File: config.mk
export PLATFORM = sky130hd
export DESIGN_NAME = output_harness
export DESIGN_NICKNAME = d
export VERILOG_FILES = /design/src/rtl/output_harness_pkg.sv /design/src/rtl/output_harness.sv
export SDC_FILE = /design/constraint.sdc
export NUM_CORES = 1
export LEC_CHECK = 0
export ABC_AREA = 1
export CORE_MARGIN = 2
export CORE_UTILIZATION = 35
export DETAILED_ROUTE_END_ITERATION = 12
export PLACE_DENSITY = 0.61
export SKIP_LAST_GASP = 1
export SYNTH_ARGS = -nofsm -noshare
export SYNTH_HDL_FRONTEND = slang
export SYNTH_SLANG_ARGS = --single-unit
File: constraint.sdc
create_clock -name fast_clk -period 2.02 [get_ports fast_clk]
set_clock_uncertainty 0.2 [all_clocks]
set_input_delay 0.303 -clock fast_clk [delete_from_list [all_inputs] [get_ports fast_clk]]
set_output_delay 0.303 -clock fast_clk [all_outputs]
set_load 0.03 [all_outputs]
File: src/rtl/output_harness_pkg.sv
// Shared definitions for the output harness: frame FSM encoding and the
// frame-length helper that benches use to align frames.
package output_harness_pkg;

  typedef enum logic [1:0] {
    START  = 2'd0,
    DATA   = 2'd1,
    PARITY = 2'd2
  } state_e;

  // Cycles per frame: one start bit, BITS data bits, one parity bit.
  function automatic int unsigned frame_len(input int unsigned bits);
    return bits + 32'd2;
  endfunction

endpackage

File: src/rtl/output_harness.sv
// output_harness: folds a BITS-wide bus into one serial pin so every input bit
// of every cycle stays observable. Words are XOR-accumulated between frames;
// each frame is a start bit, the accumulated word LSB-first, then even parity.
// Ports:
//   fast_clk          in   clock, all state on rising edge
//   rst_n             in   synchronous active-low reset
//   data_on_fast_clk  in   BITS-wide data word, sampled every cycle
//   pin_on_fast_clk   out  registered serial output
//   frame_start       out  registered, high while the pin carries a start bit
module output_harness
  import output_harness_pkg::*;
#(
  parameter int unsigned BITS = 64
) (
  input  logic            fast_clk,
  input  logic            rst_n,
  input  logic [BITS-1:0] data_on_fast_clk,
  output logic            pin_on_fast_clk,
  output logic            frame_start
);

  localparam int unsigned CNT_W = $clog2(BITS + 1);

  state_e             state_q, state_d;
  logic [BITS-1:0]    acc_q, acc_d;
  logic [BITS-1:0]    shreg_q, shreg_d;
  logic               par_q, par_d;
  logic [CNT_W-1:0]   cnt_q, cnt_d;
  logic               pin_q, pin_d;
  logic               fs_q, fs_d;
  logic [BITS-1:0]    w;

  // Current word folded into whatever has accumulated since the last launch.
  assign w = acc_q ^ data_on_fast_clk;

  // Next-state and output logic.
  always_comb begin
    state_d = state_q;
    acc_d   = acc_q;
    shreg_d = shreg_q;
    par_d   = par_q;
    cnt_d   = cnt_q;
    pin_d   = pin_q;
    fs_d    = 1'b0;
    unique case (state_q)
      START: begin
        pin_d   = 1'b1;
        fs_d    = 1'b1;
        shreg_d = w;
        par_d   = ^w;
        acc_d   = '0;
        cnt_d   = '0;
        state_d = DATA;
      end
      DATA: begin
        pin_d   = shreg_q[0];
        shreg_d = shreg_q >> 1;
        acc_d   = w;
        cnt_d   = cnt_q + CNT_W'(1);
        if (cnt_q == CNT_W'(BITS - 1)) state_d = PARITY;
      end
      PARITY: begin
        pin_d   = par_q;
        acc_d   = w;
        state_d = START;
      end
      default: state_d = START;
    endcase
  end

  // State and output registers; reset wins over any transition.
  always_ff @(posedge fast_clk) begin
    if (!rst_n) begin
      state_q <= START;
      acc_q   <= '0;
      shreg_q <= '0;
      par_q   <= 1'b0;
      cnt_q   <= '0;
      pin_q   <= 1'b0;
      fs_q    <= 1'b0;
    end else begin
      state_q <= state_d;
      acc_q   <= acc_d;
      shreg_q <= shreg_d;
      par_q   <= par_d;
      cnt_q   <= cnt_d;
      pin_q   <= pin_d;
      fs_q    <= fs_d;
    end
  end

  assign pin_on_fast_clk = pin_q;
  assign frame_start     = fs_q;

endmodule

[Yosys cells after proc, flatten, opt, wreduce, memory -nomap -nowiden]
Cells that the tools add are included.
Cells by class
  add/sub/neg operators: 1
  equal/unequal tests: 4
  muxes and demuxes: 7
  bitwise operators: 1
  reductions and logical operators: 6
Operators with widths (number)
  case mux 64 bit (2 select lines): 2
  parity 64 bit: 1
  bitwise XOR 64 bit: 1
  case mux 7 bit (2 select lines): 1
  adder 7 x 1 -> 7 bit (second input constant): 1
  == test 7 x 6 -> 1 bit (second input constant): 1
  case mux 2 bit (2 select lines): 1
  nonzero test 2 bit: 2
  case mux 1 bit (3 select lines): 1
  nonzero test 3 bit: 1
  == test 2 x 1 -> 1 bit (second input constant): 1
  == test 2 bit (second input constant): 1
  zero test 2 bit: 1
  2-to-1 mux 2 bit: 1
  != test 2 bit (second input constant): 1
  OR reduction 2 bit: 1
  2-to-1 mux 1 bit: 1
Word-level totals
  register bits: 140
  input port bits: 66
  logic and storage cells: 26

[Longest topological paths before layout]
Gate-level depths: netlist of run 1.
  word-level depth: 3
  depth in mapped cells: 19
  depth with buffers taken out: 19

[Least setup slack after synthesis of run 1]
No wires, ideal clock.
  kind: register to register
  start: reg state_q[1]
  end: reg shreg_q[26]
  data arrival time: 1.664 ns
  data required time: 1.746 ns
  path slack: 0.082 ns
  stages on the path, launching flop included: 9
  period minus slack after synthesis: 1.938 ns
  cell sequence: dfxtp_1 -> inv_1 -> ha_1 -> clkbuf_1 -> nor2_1 -> clkbuf_1 -> buf_1 -> nand2_1 -> a31oi_1
Between the ends
  word-level cells in the longest chain between the ends: 2
Ends and longest elaborated chain
  from (decl): line output_harness.sv:24  | state_e state_q, state_d;
  from (signal assigned): line output_harness.sv:82  | state_q <= state_d;
  == test 2 x 1 -> 1 bit or zero test 2 bit (tied branches): line output_harness.sv:45  | unique case (state_q)
  case mux 64 bit (2 select lines) or nonzero test 2 bit (tied branches)
  to (signal assigned): line output_harness.sv:84  | shreg_q <= shreg_d;
  to (decl): line output_harness.sv:26  | logic [BITS-1:0] shreg_q, shreg_d;
Parallel ways exist; a longest one is shown, timed or not.
A chain may end at the register's enable or synchronous reset.

[Worst setup path in the final report of run 1]
  start: reg fs_q (netlist: frame_start)
  end: out frame_start
RTL lines
  from (decl): line output_harness.sv:30  | logic fs_q, fs_d;
  from (signal assigned): line output_harness.sv:88  | fs_q <= fs_d;
  to (decl): line output_harness.sv:19  | output logic frame_start
No word-level cell between the ends.

==> reports/results.txt, run 1 <==
Largest net degree at the start of global routing -> 57
DIE AREA -> 0.0242 mm²
Post-layout instance area -> 0.0108 mm²
First-pass GRT wire length -> 32.9 mm
CTS Root Buffer Type -> clkbuf_16
Arr. time, crit path -> 1430 ps
Iteration-0 DRC Markers -> 437
Gr ovfl total -> 0
Via density -> 4.61
Fillers -> 2,346
Die Wd -> 155 µm
Pwr Total -> 15.8 mW
Syn_nets -> 1,457
Crit-path max FO -> 1
Num ports -> 68
Routed Wire Length -> 19.9 mm
Critical-path cell list -> clkdlybuf4s50_1
Critical Path Max Stage Delay -> 670 ps
Slowest-stage cell, CP -> clkdlybuf4s50_1
Internal power -> 8.96 mW
Core area -> 0.0226 mm²
Nets -> 1,581
Final Non-Filler Cells -> 1,807
Row count -> 55
Min Tclk post-route -> 1940 ps
Routed vias -> 8,328
1st-pass router iterations -> 5
Sequential Power Share -> 29.7%
Avg WL per Cell -> 11.0 µm
Max_slew headroom -> 66.8%
Worst Setup End Kind -> primary output
Antenna Nets Post-Route -> 0
Crit path buf inv count -> 1
CTS Sinks -> 140
Unrepaired setup endpoints after global routing -> yes
Fmax -> 0.517 GHz
Worst setup SP type -> flop
Initial antenna violation count -> 0
Synthesized instance count -> 1,385
Dpl cells -> 1,766
Max Transition Viols Final -> 0
CP delay by family, top -> buffers and inverters
Largest area contributor in the netlist -> nand2_1
Clk pwr share -> 20.1%
Switch share -> 43.4%
Vias in the first global route -> 7,510
CTS tree -> yes
GR Util All Layers -> 16.3%
# port buffers -> 67
Sequential fraction of the synthesis area -> 34.9%
Leak Pwr -> 5.42 nW
Synth top area share -> 39.4%
Maxcap violations -> 0
# hold bufs at CTS -> 0
H-tree depth -> 4
Longest Clk Path Bufs -> 2
Effective utilization at floorplan -> 35.5%
CTS Buf Count -> 17
Final Hold Fails -> 0
Avg Cell Area, Syn -> 5.79 µm²
Combinational share of power -> 50.2%
Critical path class -> reg2out
GPL Wtd Cong -> 0.733
Final Cycle Share -> 95.8%
Pwr Density -> 1470 mW/mm²
Worst-Margin Slew -> 494 ps
Final number of setup-violating endpoints -> 0
Placed cell areas -> 0.00960 mm²
Drt drc -> 0
Req. time, crit path -> 1520 ps
Worst-path clk slew -> 60 ps
Clock network latency to the later pin of the worst-skew pair -> 420 ps
Die H -> 155 µm
Share of layout cells above drive strength 1 -> 20.0%
Area Growth Syn to Fin -> 34.4%
Status -> finished clean
Hold Path Class -> in2reg
Synth warn -> 0
Yosys reg bits -> 140
Cell area after synthesis -> 0.00802 mm²
Ant diodes -> 0
Commonest non-fill, non-tap cell in the layout -> nand2_1
Highest-count cells in the layout ignoring fill and taps -> nand2_1, inv_1, dfxtp_1
Detailed placement HPWL -> 13.4 mm
Finished Core Util -> 47.8%
Maximum vdd drop -> 0.000840 V
Ranking of synthesized cells by area -> nand2_1, dfxtp_1, inv_1
Cell variety after synth -> 21
Psw -> 6.86 mW
per-layer routing:
layer	track usage (%)	up-vias	wire [µm]
met5	0	-	0
met4	3.36	0	153
met3	3.06	15	613
met2	29.5	87	9950
met1	20.3	3756	9180
li1	-	4470	-
cells in the mapped netlist (all sizes together):
cell type,number
xor2,19
o21ai,5
a311oi,1
dfxtp,140
nand2,850
nand3,5
inv,137
xnor2,19
a22oi,1
buf,7
o31ai,1
nor3,1
a31oi,64
a211oi,1
a21oi,73
nor2,11
ha,6
o211ai,1
clkbuf,43
state kept, by name (all words and copies together) (netlist names):
signal           cells
pin_on_fast_clk      1
acc_q               64
state_q              2
frame_start          1
shreg_q             64
par_q                1
cnt_q                7
path summary, 6_finish.rpt:
check	startpoint	cells past startpoint	slack, ps	end
min	data_on_fast_clk[8]	4	130	acc_q[8]
max reg2reg	acc_q[14]	16	120	par_q
min reg2reg	shreg_q[41]	2	270	shreg_q[40]
max	frame_start	1	80	frame_start
cell type report:
cell class / instances / area (µm²) / share of cell area [%]
multi-input cells: 1058 / 4830 / 44.8
flip-flops and latches: 140 / 2890 / 26.8
repair buffers: 155 / 1590 / 14.7
inverters: 137 / 515 / 4.78
clock buffers: 18 / 439 / 4.07
well taps: 285 / 357 / 3.31
clock inverters: 14 / 158 / 1.46
metrics by stage:
step / hold WS, ps / setup TNS (ps) / setup WS (ps)
after floorplan: 201 / 0 / 81.6
after global placement: 254 / -371 / -371
after CTS: 274 / 0 / 20.0
after global routing: 147 / -81.0 / -76.3
final: 135 / 0 / 84.9
after detailed placement: 257 / -384 / -384
power groups by stage:
stage / Combinational [mW] / Sequential [mW] / Clock, mW
after CTS: 7.55 / 4.55 / 3.26
after floorplan: 4.97 / 4.47 / 0
after global routing: 9.08 / 4.85 / 3.39
after global placement: 7.40 / 4.56 / 0
after detailed placement: 7.52 / 4.58 / 0
final: 7.94 / 4.70 / 3.19
repair_timing:
item / CTS / global route
setup buffers: 0 / 9
gates resized for setup: 0 / 233
setup endpoints to repair: 0 / 2
logic make-up after synthesis:
group	share of synthesized area, %
adder cells (fa/ha/maj)	0.936
AO/OA/AOI/OAI	10.3
flip-flops	34.9
buffers and inverters	8.75
AND/OR/NAND/NOR	40.9
XOR/XNOR	4.15
Note: power is estimated with default switching activity, not from simulation.
==> run 2, diff against run 1 <==
--- a/config.mk
+++ b/config.mk
@@ -11,6 +11,7 @@
 export DETAILED_ROUTE_END_ITERATION = 12
 export PLACE_DENSITY = 0.61
 export SKIP_LAST_GASP = 1
+export SLEW_MARGIN = 10
 export SYNTH_ARGS = -nofsm -noshare
 export SYNTH_HDL_FRONTEND = slang
 export SYNTH_SLANG_ARGS = --single-unit
==> results of run 2 <==
No change in the layout: final DEF, timing and power equal those of run 1.
